### src/rtl/memrd_pkg.sv
// memrd_stage shared types: FSM states, load funct3 codes,
// hold-register bundle and the misalignment rule.
package memrd_pkg;

  typedef enum logic [1:0] {
    S_IDLE = 2'd0,
    S_WAIT = 2'd1,
    S_HOLD = 2'd2
  } state_t;

  localparam logic [2:0] F3_LB  = 3'b000;
  localparam logic [2:0] F3_LH  = 3'b001;
  localparam logic [2:0] F3_LW  = 3'b010;
  localparam logic [2:0] F3_LBU = 3'b100;
  localparam logic [2:0] F3_LHU = 3'b101;

  typedef struct packed {
    logic [31:0] pc;
    logic [31:0] inst;
    logic [31:0] val;
    logic        load;
    logic        we;
    logic [2:0]  funct3;
  } hold_t;

  // Stores carry their width in inst[14:12]; unknown load codes act as LW.
  function automatic logic misaligned(
    input logic       load,
    input logic [2:0] lf3,
    input logic [2:0] sf3,
    input logic [1:0] lo
  );
    logic half;
    logic word;
    if (load) begin
      half = (lf3 == F3_LH) || (lf3 == F3_LHU);
      word = !half && (lf3 != F3_LB) && (lf3 != F3_LBU);
    end else begin
      half = (sf3[1:0] == 2'b01);
      word = sf3[1];
    end
    return (half & lo[0]) | (word & (lo != 2'b00));
  endfunction

endpackage

### src/rtl/memrd_stage_if.sv
// Single-outstanding request/ack data-memory port.
// master = memrd_stage, slave = memory.
interface memrd_stage_if #(
  parameter int ADDR_W = 32
);
  logic              req;
  logic              we;
  logic [ADDR_W-1:0] addr;
  logic [3:0]        wstrb;
  logic [31:0]       wdata;
  logic              ack;
  logic [31:0]       rdata;

  modport master (
    output req, we, addr, wstrb, wdata,
    input  ack, rdata
  );

  modport slave (
    input  req, we, addr, wstrb, wdata,
    output ack, rdata
  );
endinterface

### src/rtl/memrd_stage_load_fmt.sv
// Load lane select and sign/zero extension.
// Halfword lane comes from lane[1] only.
module load_fmt
  import memrd_pkg::*;
(
  input  logic [31:0] rdata,
  input  logic [1:0]  lane,
  input  logic [2:0]  funct3,
  output logic [31:0] result
);

  logic [7:0]  b;
  logic [15:0] h;

  always_comb begin
    b = rdata[7:0];
    unique case (lane)
      2'd0: b = rdata[7:0];
      2'd1: b = rdata[15:8];
      2'd2: b = rdata[23:16];
      2'd3: b = rdata[31:24];
      default: b = rdata[7:0];
    endcase
  end

  assign h = lane[1] ? rdata[31:16] : rdata[15:0];

  always_comb begin
    result = rdata;
    unique case (1'b1)
      (funct3 == F3_LB):  result = {{24{b[7]}}, b};
      (funct3 == F3_LH):  result = {{16{h[15]}}, h};
      (funct3 == F3_LBU): result = {24'b0, b};
      (funct3 == F3_LHU): result = {16'b0, h};
      default:            result = rdata;
    endcase
  end

endmodule

### src/rtl/memrd_stage.sv
// RV32I memory-access stage. Define MEMRD_MISALIGN_TRAP_EN
// to trap misaligned accesses instead of aligning them down.
module memrd_stage
  import memrd_pkg::*;
#(
  parameter int ADDR_W    = 32,
  parameter int REG_IDX_W = 5
) (
  input  logic                 clk,
  input  logic                 rst,
  input  logic                 stall,
  input  logic                 flush,
  output logic                 busy,
  input  logic [31:0]          a_pc,
  input  logic [31:0]          a_inst,
  input  logic                 a_valid,
  input  logic [REG_IDX_W-1:0] a_reg_d,
  input  logic [31:0]          a_reg_d_v,
  input  logic                 a_load_en,
  input  logic [2:0]           a_load_funct3,
  input  logic                 a_store_en,
  input  logic [ADDR_W-1:0]    a_mem_addr,
  input  logic [3:0]           a_store_strb,
  input  logic [31:0]          a_store_data,
  memrd_stage_if.master        dm,
  output logic [31:0]          m_pc,
  output logic [31:0]          m_inst,
  output logic                 m_valid,
  output logic [REG_IDX_W-1:0] m_reg_d,
  output logic [31:0]          m_reg_d_v,
  output logic                 m_exc
);

  state_t state;
  state_t state_nx;

  hold_t                 hold;
  logic [REG_IDX_W-1:0]  h_reg_d;
  logic [ADDR_W-1:0]     h_addr;
  logic [3:0]            h_strb;
  logic [31:0]           h_data;
  logic                  drop;

  logic        mem_op;
  logic        mis;
  logic        start;
  logic [31:0] ld_data;
  logic [31:0] result;

  assign mem_op = a_valid & (a_load_en | a_store_en);

`ifdef MEMRD_MISALIGN_TRAP_EN
  assign mis = mem_op & misaligned(a_load_en, a_load_funct3,
                                   a_inst[14:12], a_mem_addr[1:0]);
`else
  assign mis = 1'b0;
`endif

  assign start = (state == S_IDLE) & !flush & !stall & mem_op & !mis;

  load_fmt u_fmt (
    .rdata  (dm.rdata),
    .lane   (h_addr[1:0]),
    .funct3 (hold.funct3),
    .result (ld_data)
  );

  assign result = hold.load ? ld_data : hold.val;

  always_ff @(posedge clk) begin
    if (rst) state <= S_IDLE;
    else     state <= state_nx;
  end

  always_comb begin
    state_nx = state;
    unique case (state)
      S_IDLE: if (start) state_nx = S_WAIT;
      S_WAIT: if (dm.ack) state_nx = stall ? S_HOLD : S_IDLE;
      S_HOLD: if (!stall) state_nx = S_IDLE;
      default: state_nx = S_IDLE;
    endcase
  end

  always_comb begin
    busy   = (state == S_WAIT) | (state == S_HOLD);
    dm.req = (state == S_WAIT);
  end

  assign dm.we    = hold.we;
  assign dm.addr  = {h_addr[ADDR_W-1:2], 2'b00};
  assign dm.wstrb = h_strb;
  assign dm.wdata = h_data;

  // Hold register; in HOLD, hold.val carries the formatted result.
  always_ff @(posedge clk) begin
    if (rst) begin
      hold    <= '0;
      h_reg_d <= '0;
      h_addr  <= '0;
      h_strb  <= '0;
      h_data  <= '0;
      drop    <= 1'b0;
    end else if (start) begin
      hold.pc     <= a_pc;
      hold.inst   <= a_inst;
      hold.val    <= a_reg_d_v;
      hold.load   <= a_load_en;
      hold.we     <= a_store_en & !a_load_en;
      hold.funct3 <= a_load_funct3;
      h_reg_d     <= a_reg_d;
      h_addr      <= a_mem_addr;
      h_strb      <= a_load_en ? 4'b0 : a_store_strb;
      h_data      <= a_store_data;
      drop        <= 1'b0;
    end else if (state == S_WAIT) begin
      if (dm.ack && stall) hold.val <= result;
      drop <= drop | flush;
    end else if (state == S_HOLD) begin
      drop <= drop | flush;
    end
  end

  always_ff @(posedge clk) begin
    if (rst) begin
      m_pc      <= '0;
      m_inst    <= '0;
      m_valid   <= 1'b0;
      m_reg_d   <= '0;
      m_reg_d_v <= '0;
      m_exc     <= 1'b0;
    end else begin
      unique case (state)
        S_IDLE: begin
          if (flush) begin
            m_valid <= 1'b0;
            m_exc   <= 1'b0;
          end else if (!stall) begin
            if (start) begin
              m_valid <= 1'b0;
              m_exc   <= 1'b0;
            end else begin
              m_pc      <= a_pc;
              m_inst    <= a_inst;
              m_valid   <= a_valid;
              m_reg_d   <= mis ? '0 : a_reg_d;
              m_reg_d_v <= a_reg_d_v;
              m_exc     <= mis;
            end
          end
        end
        S_WAIT: begin
          if (dm.ack && !stall) begin
            m_pc      <= hold.pc;
            m_inst    <= hold.inst;
            m_valid   <= !(drop | flush);
            m_reg_d   <= h_reg_d;
            m_reg_d_v <= result;
            m_exc     <= 1'b0;
          end
        end
        S_HOLD: begin
          if (!stall) begin
            m_pc      <= hold.pc;
            m_inst    <= hold.inst;
            m_valid   <= !(drop | flush);
            m_reg_d   <= h_reg_d;
            m_reg_d_v <= hold.val;
            m_exc     <= 1'b0;
          end
        end
        default: ;
      endcase
    end
  end

endmodule

### src/flat_wrapper.sv
// flat-port wrapper written by rule: the top's interface ports become plain ports
module memrd_stage_flat import memrd_pkg::*;
#(
  parameter int ADDR_W    = 32,
  parameter int REG_IDX_W = 5
)
  (clk, rst, stall, flush, busy, a_pc, a_inst, a_valid, a_reg_d, a_reg_d_v, a_load_en, a_load_funct3, a_store_en, a_mem_addr, a_store_strb, a_store_data, m_pc, m_inst, m_valid, m_reg_d, m_reg_d_v, m_exc, dm_req, dm_we, dm_addr, dm_wstrb, dm_wdata, dm_ack, dm_rdata);
  memrd_stage_if #(.ADDR_W(ADDR_W)) dm_i ();
  input  logic clk;
  input  logic rst;
  input  logic stall;
  input  logic flush;
  output logic busy;
  input  logic [31:0] a_pc;
  input  logic [31:0] a_inst;
  input  logic a_valid;
  input  logic [REG_IDX_W-1:0] a_reg_d;
  input  logic [31:0] a_reg_d_v;
  input  logic a_load_en;
  input  logic [2:0] a_load_funct3;
  input  logic a_store_en;
  input  logic [ADDR_W-1:0] a_mem_addr;
  input  logic [3:0] a_store_strb;
  input  logic [31:0] a_store_data;
  output logic [31:0] m_pc;
  output logic [31:0] m_inst;
  output logic m_valid;
  output logic [REG_IDX_W-1:0] m_reg_d;
  output logic [31:0] m_reg_d_v;
  output logic m_exc;
  output wire logic [$bits(dm_i.req)-1:0] dm_req;
  output wire logic [$bits(dm_i.we)-1:0] dm_we;
  output wire logic [$bits(dm_i.addr)-1:0] dm_addr;
  output wire logic [$bits(dm_i.wstrb)-1:0] dm_wstrb;
  output wire logic [$bits(dm_i.wdata)-1:0] dm_wdata;
  input wire logic [$bits(dm_i.ack)-1:0] dm_ack;
  input wire logic [$bits(dm_i.rdata)-1:0] dm_rdata;
  assign dm_req = dm_i.req;
  assign dm_we = dm_i.we;
  assign dm_addr = dm_i.addr;
  assign dm_wstrb = dm_i.wstrb;
  assign dm_wdata = dm_i.wdata;
  assign dm_i.ack = dm_ack;
  assign dm_i.rdata = dm_rdata;
  memrd_stage #(.ADDR_W(ADDR_W), .REG_IDX_W(REG_IDX_W)) u_core (.clk(clk), .rst(rst), .stall(stall), .flush(flush), .busy(busy), .a_pc(a_pc), .a_inst(a_inst), .a_valid(a_valid), .a_reg_d(a_reg_d), .a_reg_d_v(a_reg_d_v), .a_load_en(a_load_en), .a_load_funct3(a_load_funct3), .a_store_en(a_store_en), .a_mem_addr(a_mem_addr), .a_store_strb(a_store_strb), .a_store_data(a_store_data), .dm(dm_i), .m_pc(m_pc), .m_inst(m_inst), .m_valid(m_valid), .m_reg_d(m_reg_d), .m_reg_d_v(m_reg_d_v), .m_exc(m_exc));
endmodule
### config.mk
export PLATFORM = sky130hd
export DESIGN_NAME = memrd_stage_flat
export DESIGN_NICKNAME = d
export VERILOG_FILES = /design/src/rtl/memrd_pkg.sv /design/src/rtl/memrd_stage_if.sv /design/src/rtl/memrd_stage_load_fmt.sv /design/src/rtl/memrd_stage.sv /design/src/flat_wrapper.sv
export SDC_FILE = /design/constraint.sdc
export NUM_CORES = 1
export LEC_CHECK = 0
export ABC_AREA = 1
export CAP_MARGIN = 10
export CORE_AREA = 2 2 180 182
export CTS_CLUSTER_SIZE = 20
export DETAILED_ROUTE_END_ITERATION = 8
export DIE_AREA = 0 0 182 184
export PLACE_DENSITY = 0.73
export REMOVE_ABC_BUFFERS = 1
export SLEW_MARGIN = 30
export SYNTH_ARGS = -nofsm -noshare
export SYNTH_HDL_FRONTEND = slang
export SYNTH_SLANG_ARGS = --single-unit
### constraint.sdc
create_clock -name clk -period 2.34 [get_ports clk]
set_clock_uncertainty 0.1 [all_clocks]
set_input_delay 0.468 -clock clk [delete_from_list [all_inputs] [get_ports clk]]
set_output_delay 0.468 -clock clk [all_outputs]
set_load 0.02 [all_outputs]
==> impl_metrics.csv <==
group,metric,value,unit
run_status,status,"finished clean",
timing,hold_violations,0,
routing,drc,0,
routing,vias,13000,
routing,first_pass_iters,5,
synth,yosys_warnings,0,
timing,worstMarginPinSlew,1.08,ns
worst_setup_path,startpoint_type,"flop",
clock_tree,cts.clk_slew.worst_paths,0.06,ns
routing,avgViaCountPerCell,5.23,
synth,netlist_instances,1754,
die,io_pins,386,
finish,final_util,56.6,%
synth,yosysUniqueCellTypes,30,
power,p_leak,7.02,nW
timing,fmax,0.457,GHz
clock_tree,cts_made_buffers,31,
placed_design,io_buffers,383,
power,powerDensity,1100,nW/um^2
placed_design,gp_congestion,0.900,
power,switching_power,0.00737,W
clock_tree,tritoncts,"built",
timing,fin_crit,2.19,ns
routing,wl_per_cell,16.9,um
worst_setup_path,path_class,"reg -> out",
timing,rsz0062_at_grt,"no",
synth,synthTopCellsByCount,"nand2_1, dfxtp_1, a21oi_1",
die,die_w,182,um
global_routing,met3_usage,7.09,%
global_routing,grt_antenna_before_repair,4,
job,max_cap_violations,0,
timing,slew_headroom,28.0,%
worst_setup_path,cp.arrival,1.62,ns
placed_design,dpl_worst_slack,0.00725,ns
placed_design,hpwl,28900,um
worst_setup_path,worst-endpoint-required,1.77,ns
power,clkPwrFrac,26.5,%
finish,area_growth_syn_to_layout,42.2,%
finish,layout-drive-gt1-share,5.71,%
power,internal_power,0.0123,W
clock_tree,clock_sinks,280,
clock_tree,clk_latency,0.56,ns
global_routing,grtUsageMet2,41.6,%
die,die_area,33500,sq um
die,floorplan.initialDensity,39.8,%
synth,ys_seq_area_share,44.8,%
power,p_comb_share,42.2,%
worst_setup_path,crit_path_max_fanout,4,
global_routing,grt_overflow,0,
synth,yosysTopAreaCellShare,44.8,%
die,die_h,184,um
clock_tree,htreeDepth,1,
timing,period_share,93.6,%
synth,post-synth-top-count-cell,"nand2_1",
global_routing,globalRouteMet1Util,28.6,%
power,switching_share,37.5,%
finish,final_nets,2276,
synth,yosysTopAreaCell,"dfxtp_1",
clock_tree,clock_tree.root_cell,"clkbuf_16",
timing,fin_ws,0.151,ns
power,seqPwrFrac,31.3,%
die,row_count,65,
power,peakVddDrop,0.640,mV
worst_setup_path,end_kind,"output pin",
synth,ys.flop_type,"dfxtp_1",
routing,wirelength,42200,um
routing,final_antenna_net_count,0,
synth,synth_seq_cells,280,
synth,syn_area,12500,sq um
global_routing,grt_pass1_vias,12400,
synth,syn_avg_cell_area,7.13,sq um
synth,synthTopCellsByArea,"dfxtp_1, nand2_1, a21oi_1",
timing,setup_viol,0,
power,finalPower,0.0196,W
synth,async_flop_share,0,%
synth,synth_edf_count,0,
clock_tree,clock_path_buffers,3,
die,core_area,31400,sq um
min_path,hp-class,"in -> reg",
routing,drtIter0Drc,939,
global_routing,grt_max_degree,169,
global_routing,grt_use_total,24.1,%
timing,slew_viol_final,0,
global_routing,top_usage_layer,"met2",
global_routing,grt_pass1_wl,65600,um
clock_tree,hold_buffers,0,
[worst max-delay path: stages (launching register included)]
cell and delay (ns):
dfxtp_1 0.33, inv_1 0.14, ha_1 0.24, dlygate4sd2_1 0.35
[state kept, by name, indices dropped and copies added (netlist names)]
signal / cells
u_core.dm.wdata: 32
u_core.dm.we: 1
u_core.dm.wstrb: 4
u_core.drop: 1
u_core.h_addr: 32
u_core.h_reg_d: 5
u_core.hold: 100
u_core.m_exc: 1
u_core.m_inst: 32
u_core.m_pc: 32
u_core.m_reg_d: 5
u_core.m_reg_d_v: 32
u_core.m_valid: 1
u_core.state: 2
[cells by family after synthesis]
kind of cell / synth area share, %
other cells: 0.0300
compound gates: 22.4
flops: 44.8
fa+ha+maj: 0.400
buf+inv: 11.3
simple gates: 21.0
[cells in the final DEF, fill, tap and decap left out, types with 3 or more instances in the layout]
cell type	synthesis	routed
nand2_1	492	492
clkdlybuf4s50_1	0	380
dfxtp_1	280	280
a21oi_1	262	262
inv_1	151	149
nand3_1	114	114
o21ai_0	112	112
o22ai_1	64	64
nor2_1	41	41
o211a_1	38	38
buf_4	44	32
clkbuf_16	0	31
buf_12	0	20
clkinv_2	0	10
o211ai_1	9	9
clkbuf_8	0	7
clkbuf_1	76	5
bufinv_16	0	5
a22oi_1	4	4
inv_2	5	3
o21ai_1	3	3
ha_1	4	3
[repair_timing]
action | 4_1_cts | 5_1_grt
endpoints found under the hold margin | 0 | 0
buffers inserted | 0 | 0
resized for setup | 3 | 1
pin swaps | 0 | 0
setup endpoints to repair | 2 | 1
[metrics by stage]
stage          std cells  hold WS (ns)  cell area [sq um]  setup TNS, ns
4_1_cts             2487         0.327              17800              0
3_3_place_gp        2429         0.330              16700              0
6_report            2488         0.324              17800              0
5_1_grt             2488         0.344              17800              0
2_1_floorplan       1592         0.326              11700       -1397.49
3_5_place_dp        2429         0.336              16700              0
[routing by layer]
layer | share of wire, % | vias up
met4 | 3.2 | 6
met3 | 9.7 | 93
met2 | 48 | 564
li1 | - | 6339
met5 | 0.10 | -
met1 | 39 | 6013
[layout make-up]
class	count	area, sq um
diodes	1	2.50
clock buffers	43	891
clock inverters	15	210
fillers	2857	13600
inverters	157	596
multi-input cells	1155	5510
flip-flops and latches	280	5610
well taps	402	503
repair buffers	435	4470
[worst paths after layout]
check	from	end	slack [ns]	cells past startpoint
worst max-delay path	u_core.state[1]	dm_req	0.15	3
worst min-delay path	rst	u_core.m_pc[21]	0.32	3
worst max register to register	u_core.state[0]	u_core.m_pc[30]	0.16	8
worst min register to register	u_core.m_exc	u_core.m_exc	0.34	2
[power by group through the flow]
| stage | sequential [W] | clock, W | combinational, W |
|---|---|---|---|
| after floorplan | 0.00704 | 0 | 0.00343 |
| after global placement | 0.00621 | 0 | 0.00821 |
| after detailed placement | 0.00623 | 0 | 0.00835 |
| after CTS | 0.00614 | 0.00534 | 0.00837 |
| after global routing | 0.00624 | 0.00555 | 0.00898 |
| final | 0.00614 | 0.00521 | 0.00829 |
No activity file was read; power rests on OpenSTA's default activity.
